`config.mk`:
```
export PLATFORM = sky130hd
export DESIGN_NAME = branch_tag_allocator
export DESIGN_NICKNAME = d
export VERILOG_FILES = /design/src/rtl/branch_tag_allocator_pkg.sv /design/src/rtl/btag_free_select.sv /design/src/rtl/branch_tag_allocator.sv
export SDC_FILE = /design/constraint.sdc
export NUM_CORES = 1
export LEC_CHECK = 0
export ABC_CLOCK_PERIOD_IN_PS = 2400
export CELL_PAD_IN_SITES_DETAIL_PLACEMENT = 2
export CELL_PAD_IN_SITES_GLOBAL_PLACEMENT = 2
export CORE_ASPECT_RATIO = 0.7
export CORE_UTILIZATION = 27
export CTS_BUF_LIST = sky130_fd_sc_hd__clkbuf_16
export DETAILED_ROUTE_END_ITERATION = 12
export PLACE_DENSITY = 0.92
export SYNTH_ARGS = -nofsm -noshare
export SYNTH_HDL_FRONTEND = slang
export SYNTH_SLANG_ARGS = --single-unit
export TNS_END_PERCENT = 1
```
`constraint.sdc`:
```
create_clock -name clock -period 2.4 [get_ports clock]
set_input_delay 0.24 -clock clock [delete_from_list [all_inputs] [get_ports clock]]
set_output_delay 0.24 -clock clock [all_outputs]
set_load 0.1 [all_outputs]
```
`src/rtl/branch_tag_allocator_pkg.sv`:
```
// Shared types for the branch-tag allocator: tag mask type, lane grant packet and helpers.
// `B_MASK_WIDTH may be overridden on the command line; it defaults to 4 tags.
`ifndef B_MASK_WIDTH
`define B_MASK_WIDTH 4
`endif

package branch_tag_allocator_pkg;

  localparam int B_MASK_WIDTH   = `B_MASK_WIDTH;
  localparam int DISPATCH_WIDTH = 2;

  typedef logic [B_MASK_WIDTH-1:0] B_MASK;

  typedef struct packed {
    logic  valid;
    B_MASK tag;
    B_MASK dep_mask;
  } BTAG_GRANT_PACKET;

  // Isolates the lowest set bit, giving the one-hot of the lowest free tag.
  function automatic B_MASK lowest_one(input B_MASK v);
    return v & (~v + B_MASK'(1));
  endfunction

endpackage

```
`src/rtl/btag_free_select.sv`:
```
// Lowest-first one-hot tag selector across dispatch lanes; a requesting lane that
// misses a tag blocks every younger lane so grants always form an in-order prefix.
module btag_free_select
  import branch_tag_allocator_pkg::*;
(
  input  logic                                   enable_i,
  input  B_MASK                                  free_i,
  input  logic [DISPATCH_WIDTH-1:0]              req_i,
  output logic [DISPATCH_WIDTH-1:0]              grant_o,
  output B_MASK [DISPATCH_WIDTH-1:0]             tag_o
);

  B_MASK avail;
  logic  blocked;

  always_comb begin
    avail   = free_i;
    blocked = 1'b0;
    grant_o = '0;
    tag_o   = '0;
    for (int k = 0; k < DISPATCH_WIDTH; k++) begin
      if (req_i[k] && !blocked) begin
        if (enable_i && avail != '0) begin
          tag_o[k]   = lowest_one(avail);
          grant_o[k] = 1'b1;
          avail      = avail & ~tag_o[k];
        end else begin
          blocked = 1'b1;
        end
      end
    end
  end

endmodule

```
`src/rtl/branch_tag_allocator.sv`:
```
// Branch-tag pool: grants tags at dispatch, tracks per-tag dependency masks, clears and squashes.
// Define BTAG_STATS_EN to add saturating stall-cycle and squashed-tag counters.
module branch_tag_allocator
  import branch_tag_allocator_pkg::*;
(
  input  logic                                     clock,
  input  logic                                     reset,
  input  logic [DISPATCH_WIDTH-1:0]                br_req,
  output logic [DISPATCH_WIDTH-1:0]                br_grant,
  output logic [DISPATCH_WIDTH*B_MASK_WIDTH-1:0]   br_tag,
  output logic [DISPATCH_WIDTH*B_MASK_WIDTH-1:0]   br_dep_mask,
  output logic                                     dispatch_stall,
  input  logic                                     resolve_valid,
  input  B_MASK                                    resolve_tag,
  input  logic                                     resolve_mispred,
  output B_MASK                                    clear_mask,
  output B_MASK                                    squash_mask,
  output B_MASK                                    active_mask
`ifdef BTAG_STATS_EN
  ,
  output logic [31:0]                              stat_stall_cycles,
  output logic [31:0]                              stat_squash_tags
`endif
);

  B_MASK                           active_q, active_d;
  B_MASK [B_MASK_WIDTH-1:0]        dep_q, dep_d;
  logic                            resolve_legal, mispred;
  B_MASK                           kill;
  logic [DISPATCH_WIDTH-1:0]       sel_grant;
  B_MASK [DISPATCH_WIDTH-1:0]      sel_tag;
  BTAG_GRANT_PACKET                lane [DISPATCH_WIDTH];
  B_MASK                           older;

  // Resolves naming a tag outside the active set are dropped.
  assign resolve_legal = resolve_valid && !reset && (resolve_tag != '0) &&
                         ((resolve_tag & ~active_q) == '0);
  assign mispred       = resolve_legal && resolve_mispred;

  always_comb begin
    squash_mask = '0;
    if (mispred) begin
      squash_mask = resolve_tag;
      for (int i = 0; i < B_MASK_WIDTH; i++) begin
        if ((dep_q[i] & resolve_tag) != '0) squash_mask[i] = 1'b1;
      end
    end
  end

  assign clear_mask = (resolve_legal && !resolve_mispred) ? resolve_tag : '0;
  assign kill       = clear_mask | squash_mask;

  btag_free_select u_select (
    .enable_i (!reset && !mispred),
    .free_i   (~active_q),
    .req_i    (br_req),
    .grant_o  (sel_grant),
    .tag_o    (sel_tag)
  );

  // Each lane's dependency mask sees same-cycle resolves and older lanes' fresh tags.
  always_comb begin
    older = '0;
    for (int k = 0; k < DISPATCH_WIDTH; k++) begin
      lane[k].valid    = sel_grant[k];
      lane[k].tag      = sel_tag[k];
      lane[k].dep_mask = sel_grant[k] ? ((active_q & ~kill) | older) : '0;
      older            = older | sel_tag[k];
      br_grant[k]                                  = lane[k].valid;
      br_tag[k*B_MASK_WIDTH +: B_MASK_WIDTH]       = lane[k].tag;
      br_dep_mask[k*B_MASK_WIDTH +: B_MASK_WIDTH]  = lane[k].dep_mask;
    end
  end

  assign dispatch_stall = !reset && ((br_req & ~sel_grant) != '0);
  assign active_mask    = active_q;

  always_comb begin
    active_d = active_q & ~kill;
    for (int i = 0; i < B_MASK_WIDTH; i++) begin
      dep_d[i] = kill[i] ? '0 : (dep_q[i] & ~kill);
    end
    for (int k = 0; k < DISPATCH_WIDTH; k++) begin
      if (lane[k].valid) begin
        active_d = active_d | lane[k].tag;
        for (int i = 0; i < B_MASK_WIDTH; i++) begin
          if (lane[k].tag[i]) dep_d[i] = lane[k].dep_mask;
        end
      end
    end
  end

  always_ff @(posedge clock) begin
    if (reset) begin
      active_q <= '0;
      dep_q    <= '0;
    end else begin
      active_q <= active_d;
      dep_q    <= dep_d;
    end
  end

  illegal_resolve_tag: assert property (@(posedge clock) disable iff (reset)
    resolve_valid |-> (resolve_tag != '0 && (resolve_tag & ~active_q) == '0));

`ifdef BTAG_STATS_EN
  logic [31:0] stall_cnt_q, squash_cnt_q;
  logic [32:0] squash_sum;

  assign squash_sum = {1'b0, squash_cnt_q} + 33'($countones(squash_mask));

  always_ff @(posedge clock) begin
    if (reset) begin
      stall_cnt_q  <= '0;
      squash_cnt_q <= '0;
    end else begin
      if (dispatch_stall && stall_cnt_q != '1) stall_cnt_q <= stall_cnt_q + 32'd1;
      squash_cnt_q <= squash_sum[32] ? '1 : squash_sum[31:0];
    end
  end

  assign stat_stall_cycles = stall_cnt_q;
  assign stat_squash_tags  = squash_cnt_q;
`endif

endmodule

```
==> impl.org, run 1 <==
** Run status
- The run finished, with violations left.
- The final reports fail on negative setup slack.

** Power
- Switching pwr :: 0.000473 W
- Maximum resistive drop on vdd :: 0.000415 V
- Post-route total power :: 0.00115 W
- Leakage dissipation :: 1.20 nW
- The clock network burns 31.2% of the power.
- Total power density per cell area :: 383 nW/um^2
- Flop pwr share :: 24.8%
- The internal power of the cells totals 0.000679 W.
- Net Sw Frac :: 41.1%
- Combinational Power Share :: 44.1%

** Clock network
- CTS built an H-tree with a depth of 1.
- Clock tree root buffer cell :: sky130_fd_sc_hd__clkbuf_16
- Number of buffers created by CTS :: 3
- Clock tree from TritonCTS :: done
- CTS saw 16 sinks.
- Clk buf depth :: 2
- Count of hold buffers inserted by post-cts repair :: 0
- Clock insertion delay at the later pin of the skew report :: 0.26 ns
- Clock-pin slew was measured on the worst setup and hold paths at 0.06 ns.

** Die
- Die outline width :: 90.4 um
- 41 I/O pins were placed.
- Die footprint :: 5780 um^2
- Core outline area :: 5260 um^2
- Site Rows :: 22
- Height of the die :: 63.9 um
- Initial core utilization :: 28.1%

** Routing
- Total routed wirelength :: 12.0 mm
- Number of search-and-repair iterations in the first detailed-routing pass :: 5
- For this run, design rule violations remaining after detail routing come to 0.
- Dividing the detail-routed wire length by the instance count gives 32.8 um.
- After the first detailed-routing iteration, the DRC count stood at 150.
- Using the TritonRoute via totals, the vias-per-cell ratio works out to 6.17.
- Summing over every cut layer, the via total after detailed routing is 2251.
- Detail Route Antenna Nets :: 0

** Logic synthesis
- The share of the Yosys chip area taken by registers is 21.7%.
- The number of nets handed over by synthesis was 200.
- Yosys cell types :: 60
- Post-synthesis area per instance :: 7.78 um^2
- After synthesis the cells add up to 1480 um^2.
- Yosys mapped a number of flops with a built-in enable equal to 0.
- Async set-or-reset flop fraction in the synthesized netlist :: 0%
- In the synthesized netlist the dominant register cell turns out to be sky130_fd_sc_hd__dfxtp_1.
- The cell count after synthesis came out at 190.
- Synth Register Bits :: 16
- For this run, the number of Yosys warnings is 0.

** Timing
- Slew Viols, Final :: 0
- Once routing completed, OpenROAD measured the worst setup slack at -0.341 ns.
- Derived from the worst setup path, the maximum achievable clock frequency is 365 MHz.
- Headroom to the max-slew limit :: 62.2%
- Dividing the final minimum period by the clock period gives 114%.
- The hold violation count in the final report was 0.
- Count of endpoints failing setup in the final report :: 23
- Shortest clock period the worst path allows after layout :: 2.74 ns
- At the pin with the least slew margin, the transition time is 0.564 ns.
- Unrepaired setup endpoints after global routing :: yes
- The clock arrives with 0.00178 ns of skew.

** Global routing
- The via count of the first global-routing pass is 2489.
- First-pass GRT wire length :: 16.5 mm
- Global routing used 40.1% of the available tracks.
- For this run the aggregate overflow at the end of global routing stands at 0.
- Entering global routing, the biggest net connects 17 pins.
- Number of antenna violations at the first check in global routing :: 0

** Worst setup path
- STA puts the critical path data required time at 2.16 ns.
- The critical path goes through and2b_2, buf_6, nor4_4, buf_4, a21oi_4, xnor2_2, or2_1, inv_2, buf_12.
- Among all stages on the critical path, the largest delay is contributed by sky130_fd_sc_hd__nor4_4.
- Arrival time reported for the critical path endpoint :: 2.50 ns
- In this design, the stage delay of the slowest critical-path cell is 0.40 ns.
- Crit path kind :: register to primary output
- Of all nets on the critical path, the largest fanout is 4.
- Kind of end point of the critical path :: primary output
- CP startpoint kind :: register

** Finish
- Fill cells :: 505
- Commonest non-fill, non-tap cell in the layout :: sky130_fd_sc_hd__buf_4
- For this run, the post-layout net count is 304.
- Summing all flip-flop and latch instances after layout gives 330 um^2.
- Leaving out fill and tap cells, the most frequent cells in the layout are sky130_fd_sc_hd__buf_4, sky130_fd_sc_hd__buf_12, sky130_fd_sc_hd__nand2_1.
- The post-route netlist has 57.0% of its cells at a drive strength greater than 1.
- Growth of design area from synthesis to finish :: 103%
- The multi-input combinational cells in the finished layout cover a total of 1260 um^2.
- The repair_antennas step left the layout with diodes totalling 0.
- After the flow finishes, the layout carries non-filler instances totaling 365.

** Place
- Pre-CTS setup slack :: -0.431 ns
- Routability congestion estimate :: 0.950
- The wire-length estimate of the detail-placed layout is 7.33 mm.
- The count of buffers added on input and output ports is 40.
- Once placement completed, the tool counted placed cells totaling 354.

** Run
- Across the run, the number of max-cap violations was 0.

** Min path
- The min-delay analysis places its worst path in the category register to register.
==> cells in the mapped netlist (all sizes together), types with 2 or more instances <==
| library cell | n | share of area [%] |
|---|---|---|
| a211oi | 2 | 1.9 |
| a21oi | 23 | 8.8 |
| a221oi | 2 | 1.6 |
| a222oi | 3 | 2.0 |
| a22oi | 2 | 1.0 |
| a31oi | 2 | 0.85 |
| and2 | 2 | 0.85 |
| and2b | 2 | 1.2 |
| and3 | 7 | 3.0 |
| buf | 3 | 1.9 |
| clkbuf | 6 | 3.6 |
| dfxtp | 16 | 22 |
| inv | 12 | 3.0 |
| mux2i | 4 | 2.7 |
| nand2 | 20 | 5.1 |
| nand2b | 2 | 0.85 |
| nand3 | 6 | 2.4 |
| nand3b | 5 | 2.5 |
| nor2 | 14 | 3.6 |
| nor2b | 5 | 2.3 |
| nor3 | 8 | 3.8 |
| o2111ai | 2 | 1.2 |
| o211ai | 3 | 1.9 |
| o21ai | 11 | 4.7 |
| o21ba | 3 | 2.0 |
| o22ai | 3 | 1.3 |
| or2 | 3 | 1.3 |
| or2b | 2 | 1.2 |
| or4 | 2 | 1.3 |
| xor2 | 2 | 1.2 |
==> final cells by class <==
type | instances | share of cell area (%)
Clock buffer | 3 | 2.50
Tap cell | 72 | 3.00
Sequential cell | 16 | 11.0
Timing Repair Buffer | 108 | 39.8
Inverter | 12 | 1.75
Clock inverter | 1 | 0.125
Multi-Input combinational cell | 153 | 41.8
==> power groups by stage <==
stage | Clock (W) | Sequential, W | Combinational, W
4_1_cts | 0.000349 | 0.000283 | 0.000467
2_1_floorplan | 0 | 0.000315 | 0.000221
3_5_place_dp | 0 | 0.000288 | 0.000443
5_1_grt | 0.000365 | 0.000285 | 0.000514
3_3_place_gp | 0 | 0.000287 | 0.000419
6_report | 0.000359 | 0.000285 | 0.000508
==> registers in the layout, indices dropped and copies added (netlist names) <==
name / count
dep_q: 12
active_mask: 4
==> metrics by stage <==
step                instance area [um^2]  utilization (%)  setup TNS, ns  hold slack [ns]
global route                        3000             57.1          -4.58            0.671
floorplan                           1610                -         -13.03            0.477
finish                              3000             57.1          -3.84            0.663
global placement                    2750             52.4          -6.93            0.528
CTS                                 2940             56.0          -2.24            0.606
detailed placement                  2750             52.4         -11.11            0.572
==> per-layer routing <==
| layer | wire length, um | track usage [%] | vias up | share of wire, % |
|---|---|---|---|---|
| met2 | 5840 | 71.7 | 158 | 49 |
| li1 | - | - | 905 | - |
| met5 | 0 | 0 | - | 0 |
| met3 | 775 | 7.38 | 64 | 6.5 |
| met1 | 4590 | 45.1 | 1124 | 38 |
| met4 | 778 | 23.4 | 0 | 6.5 |
==> timing repair <==
action | in CTS | in global routing
resized for setup | 22 | 12
pin swaps | 12 | 6
setup buffers | 6 | 1
gates cloned | 0 | 0
endpoints found under the setup margin | 35 | 25
==> cell families after synthesis <==
kind of cell | share of synthesized area, %
AOI/OAI and AO/OA | 31.6
xor gates and xnor gates | 1.78
buffers and inverters | 8.47
DFF | 21.7
muxes | 2.71
and+or+nand+nor | 33.8
==> critical path: cells and delay by family (launching register included) <==
family,cells,cell delay [ns]
and+or+nand+nor,3,0.93
buffers and inverters,4,0.68
DFF,1,0.35
xor gates and xnor gates,1,0.17
AOI/OAI and AO/OA,1,0.10
==> final timing paths <==
path / cells past startpoint / startpoint / to / slack [ns]
worst max register to register: 11 / active_mask[3] / dep_q[12] / -0.16
worst max-delay path: 9 / active_mask[3] / br_tag[5] / -0.34
worst min-delay path: 2 / dep_q[9] / dep_q[9] / 0.66
worst min register to register: 2 / dep_q[9] / dep_q[9] / 0.66
(Power assumes the default switching activity.)
==> run 2: changes to the inputs <==
--- a/config.mk
+++ b/config.mk
@@ -12,7 +12,7 @@
 export CORE_UTILIZATION = 27
 export CTS_BUF_LIST = sky130_fd_sc_hd__clkbuf_16
 export DETAILED_ROUTE_END_ITERATION = 12
-export PLACE_DENSITY = 0.92
+export PLACE_DENSITY_LB_ADDON = 0.1
 export SYNTH_ARGS = -nofsm -noshare
 export SYNTH_HDL_FRONTEND = slang
 export SYNTH_SLANG_ARGS = --single-unit
==> run 2 against run 1 <==
Effect of this change: the run still ends with negative setup slack left; critical path depth is the same; worst hold slack worse by 0.046 ns; sequential power about the same; critical path type unchanged; largest power group unchanged; highest routed layer unchanged.
==> impl.org, run 2 (synthesis gave the netlist of run 1 again) <==
** Run status
- Run status :: finished, violations left
- Failing checks :: negative setup slack

** Die
- Die outline width :: 90.4 um
- Site Rows :: 22
- Once the floorplan was initialized, standard cells occupied 28.1% of the core.
- The die covers 5780 um^2.
- Height of the die :: 63.9 um
- During I/O placement, the number of pins put on the boundary was 41.
- Core outline area :: 5260 um^2

** Clock network
- In this run the deepest clock path goes through 2 buffers.
- After clock tree synthesis, the clock-pin slew on the worst setup and hold paths is 0.05 ns.
- The clock drives 16 sinks.
- TritonCTS created 3 clock buffers.
- In this run the number of H-tree levels came out at 1.
- The cell sitting at the root of the clock tree is a sky130_fd_sc_hd__clkbuf_16.
- The number of hold buffers added after CTS was 0.
- TritonCTS built the clock tree.
- The clock reaches the later pin of the worst-skew pair after 0.25 ns.

** Power
- Net Sw Frac :: 39.1%
- Registers are responsible for 25.8% of the overall power.
- Maximum resistive drop on vdd :: 0.000450 V
- The clock network burns 31.0% of the power.
- Leakage dissipation :: 1.19 nW
- In this run the power density over the cells is 370 nW/um^2.
- Switching pwr :: 0.000430 W
- In this run, the combinational gates consume 43.2% of the power.
- Internal power :: 0.000668 W

** Routing
- Total via count after detailed routing :: 2068
- Wire per inst :: 27.4 um
- Number of violations reported at the end of detailed-routing iteration 0 :: 153
- Wires add up to 9.91 mm.
- Detail Route Antenna Nets :: 0
- Number of vias per cell after detailed routing :: 5.71
- After detailed routing, the number of remaining DRC violations is 0.
- The first TritonRoute pass finished after 4 iterations.

** Finish
- Largest register by flop count :: dep_q
- Most frequent cells in the layout :: sky130_fd_sc_hd__buf_4, sky130_fd_sc_hd__buf_12, sky130_fd_sc_hd__nand2_1
- Diode count :: 0
- Measured on the finished design, the core utilization comes to 56.5%.
- The library cell used most frequently in the layout, excluding fill and tap cells, is sky130_fd_sc_hd__buf_4.
- Ratio of cells with drive above 1 in the final layout :: 59.0%
- Growth of design area from synthesis to finish :: 101%
- The register with the most flip-flops in the layout has 12 of them.
- Net count of the finished layout :: 302

** Timing
- Static timing analysis puts the maximum clock frequency at 377 MHz.
- Setup total negative slack on the finished layout was measured at -2.52 ns.
- The hold violation count in the final report is 0.
- At the pin with the least slew margin, the transition time is 0.522 ns.
- Slew Viols, Final :: 0
- The clock arrives with 0.00237 ns of skew.
- Count of endpoints failing setup in the final report :: 18
- Setup repair after global routing could not meet its margin everywhere.
- Shortest clock period the worst path allows after layout :: 2.65 ns
- Headroom to the max-slew limit :: 64.8%
- After layout, the worst path uses 110% of the clock period.
- Final setup slack of the worst path :: -0.251 ns

** Global routing
- Number of antenna violations at the first check in global routing :: 0
- First-pass GRT wire length :: 15.1 mm
- Entering global routing, the biggest net connects 17 pins.
- Remaining global-route overflow :: 0
- The via count of the first global-routing pass came to 2354.
- Overall routing resource usage :: 35.7%

** Worst setup path
- Data required, critical path :: 2.16 ns
- The worst setup path is captured at a primary output.
- CP startpoint kind :: register
- STA puts the critical path data arrival time at 2.41 ns.
- Across all register-to-register paths, the minimum setup slack is -0.03 ns.
- Along the worst path, the maximum fanout reaches 16.
- Crit path kind :: register to primary output

** Run
- Max Cap Violations :: 0

** Place
- Dpl hpwl :: 6.98 mm
- Input and output buffers added on the ports amount to 40.
- At the end of routability-driven placement, the weighted congestion stood at 0.882.

** Min path
- In this run the worst hold path is classified as register to register.
## run 2: changes by cell type in the layout (fill, tap and decap cells not counted), sizes merged
cell           previous run  this run
buf                      99        97
dlygate4sd2               2         5
clkdlybuf4s15             2         1
clkdlybuf4s50             5         3
clkinv                    1         0
## run 2: cell type report
cell class	count	area, um^2
Fill cell	497	2290
Multi-Input combinational cell	153	1250
Tap cell	72	90.1
Timing Repair Buffer	106	1170
Clock buffer	3	75.1
Inverter	12	52.6
Sequential cell	16	330
## run 2: what timing repair did
| item | in CTS | in global routing |
|---|---|---|
| endpoints found under the setup margin | 41 | 36 |
| resized for setup | 26 | 8 |
| pin swaps | 15 | 4 |
| setup buffers | 5 | 2 |
## run 2: through the flow
step / setup WS [ns] / std cells / power, W / area (um^2) / hold WS [ns]
global placement: -0.251 / 352 / 0.000706 / 2740 / 0.532
global route: -0.292 / 362 / 0.00113 / 2970 / 0.644
floorplan: -0.665 / 190 / 0.000536 / 1610 / 0.477
CTS: -0.233 / 360 / 0.00109 / 2920 / 0.619
finish: -0.251 / 362 / 0.00110 / 2970 / 0.616
detailed placement: -0.450 / 352 / 0.000729 / 2740 / 0.570
## run 2: power by group through the flow
stage          registers [W]  clock network (W)  logic [W]
2_1_floorplan       0.000315                  0   0.000221
3_3_place_gp        0.000287                  0   0.000419
3_5_place_dp        0.000289                  0   0.000441
4_1_cts             0.000283           0.000341   0.000461
5_1_grt             0.000284           0.000359   0.000490
6_report            0.000284           0.000340   0.000475
## run 2: critical path, stage by stage (launching register included)
cell and delay (ns):
sky130_fd_sc_hd__dfxtp_4 0.37, sky130_fd_sc_hd__buf_4 0.27, sky130_fd_sc_hd__nand2_1 0.27, sky130_fd_sc_hd__nor2_1 0.35, sky130_fd_sc_hd__inv_1 0.14, sky130_fd_sc_hd__o2111ai_4 0.13
sky130_fd_sc_hd__buf_4 0.16, sky130_fd_sc_hd__nand2_2 0.06, sky130_fd_sc_hd__a21oi_4 0.19, sky130_fd_sc_hd__buf_12 0.19
## run 2: final timing paths
check | start | cells after the start | end
hold / removal | dep_q[9] | 2 | dep_q[9]
hold reg to reg | dep_q[9] | 2 | dep_q[9]
setup / recovery | active_mask[0] | 9 | dispatch_stall
setup reg to reg | active_mask[3] | 9 | dep_q[1]
## run 2: metal layers
metal	part of all wire [%]	global-route usage (%)	up-vias
li1	-	-	901
met1	41	42.2	1042
met2	50	63.8	96
met3	6.2	8.57	29
met4	2.8	12.1	0
met5	0	0	-
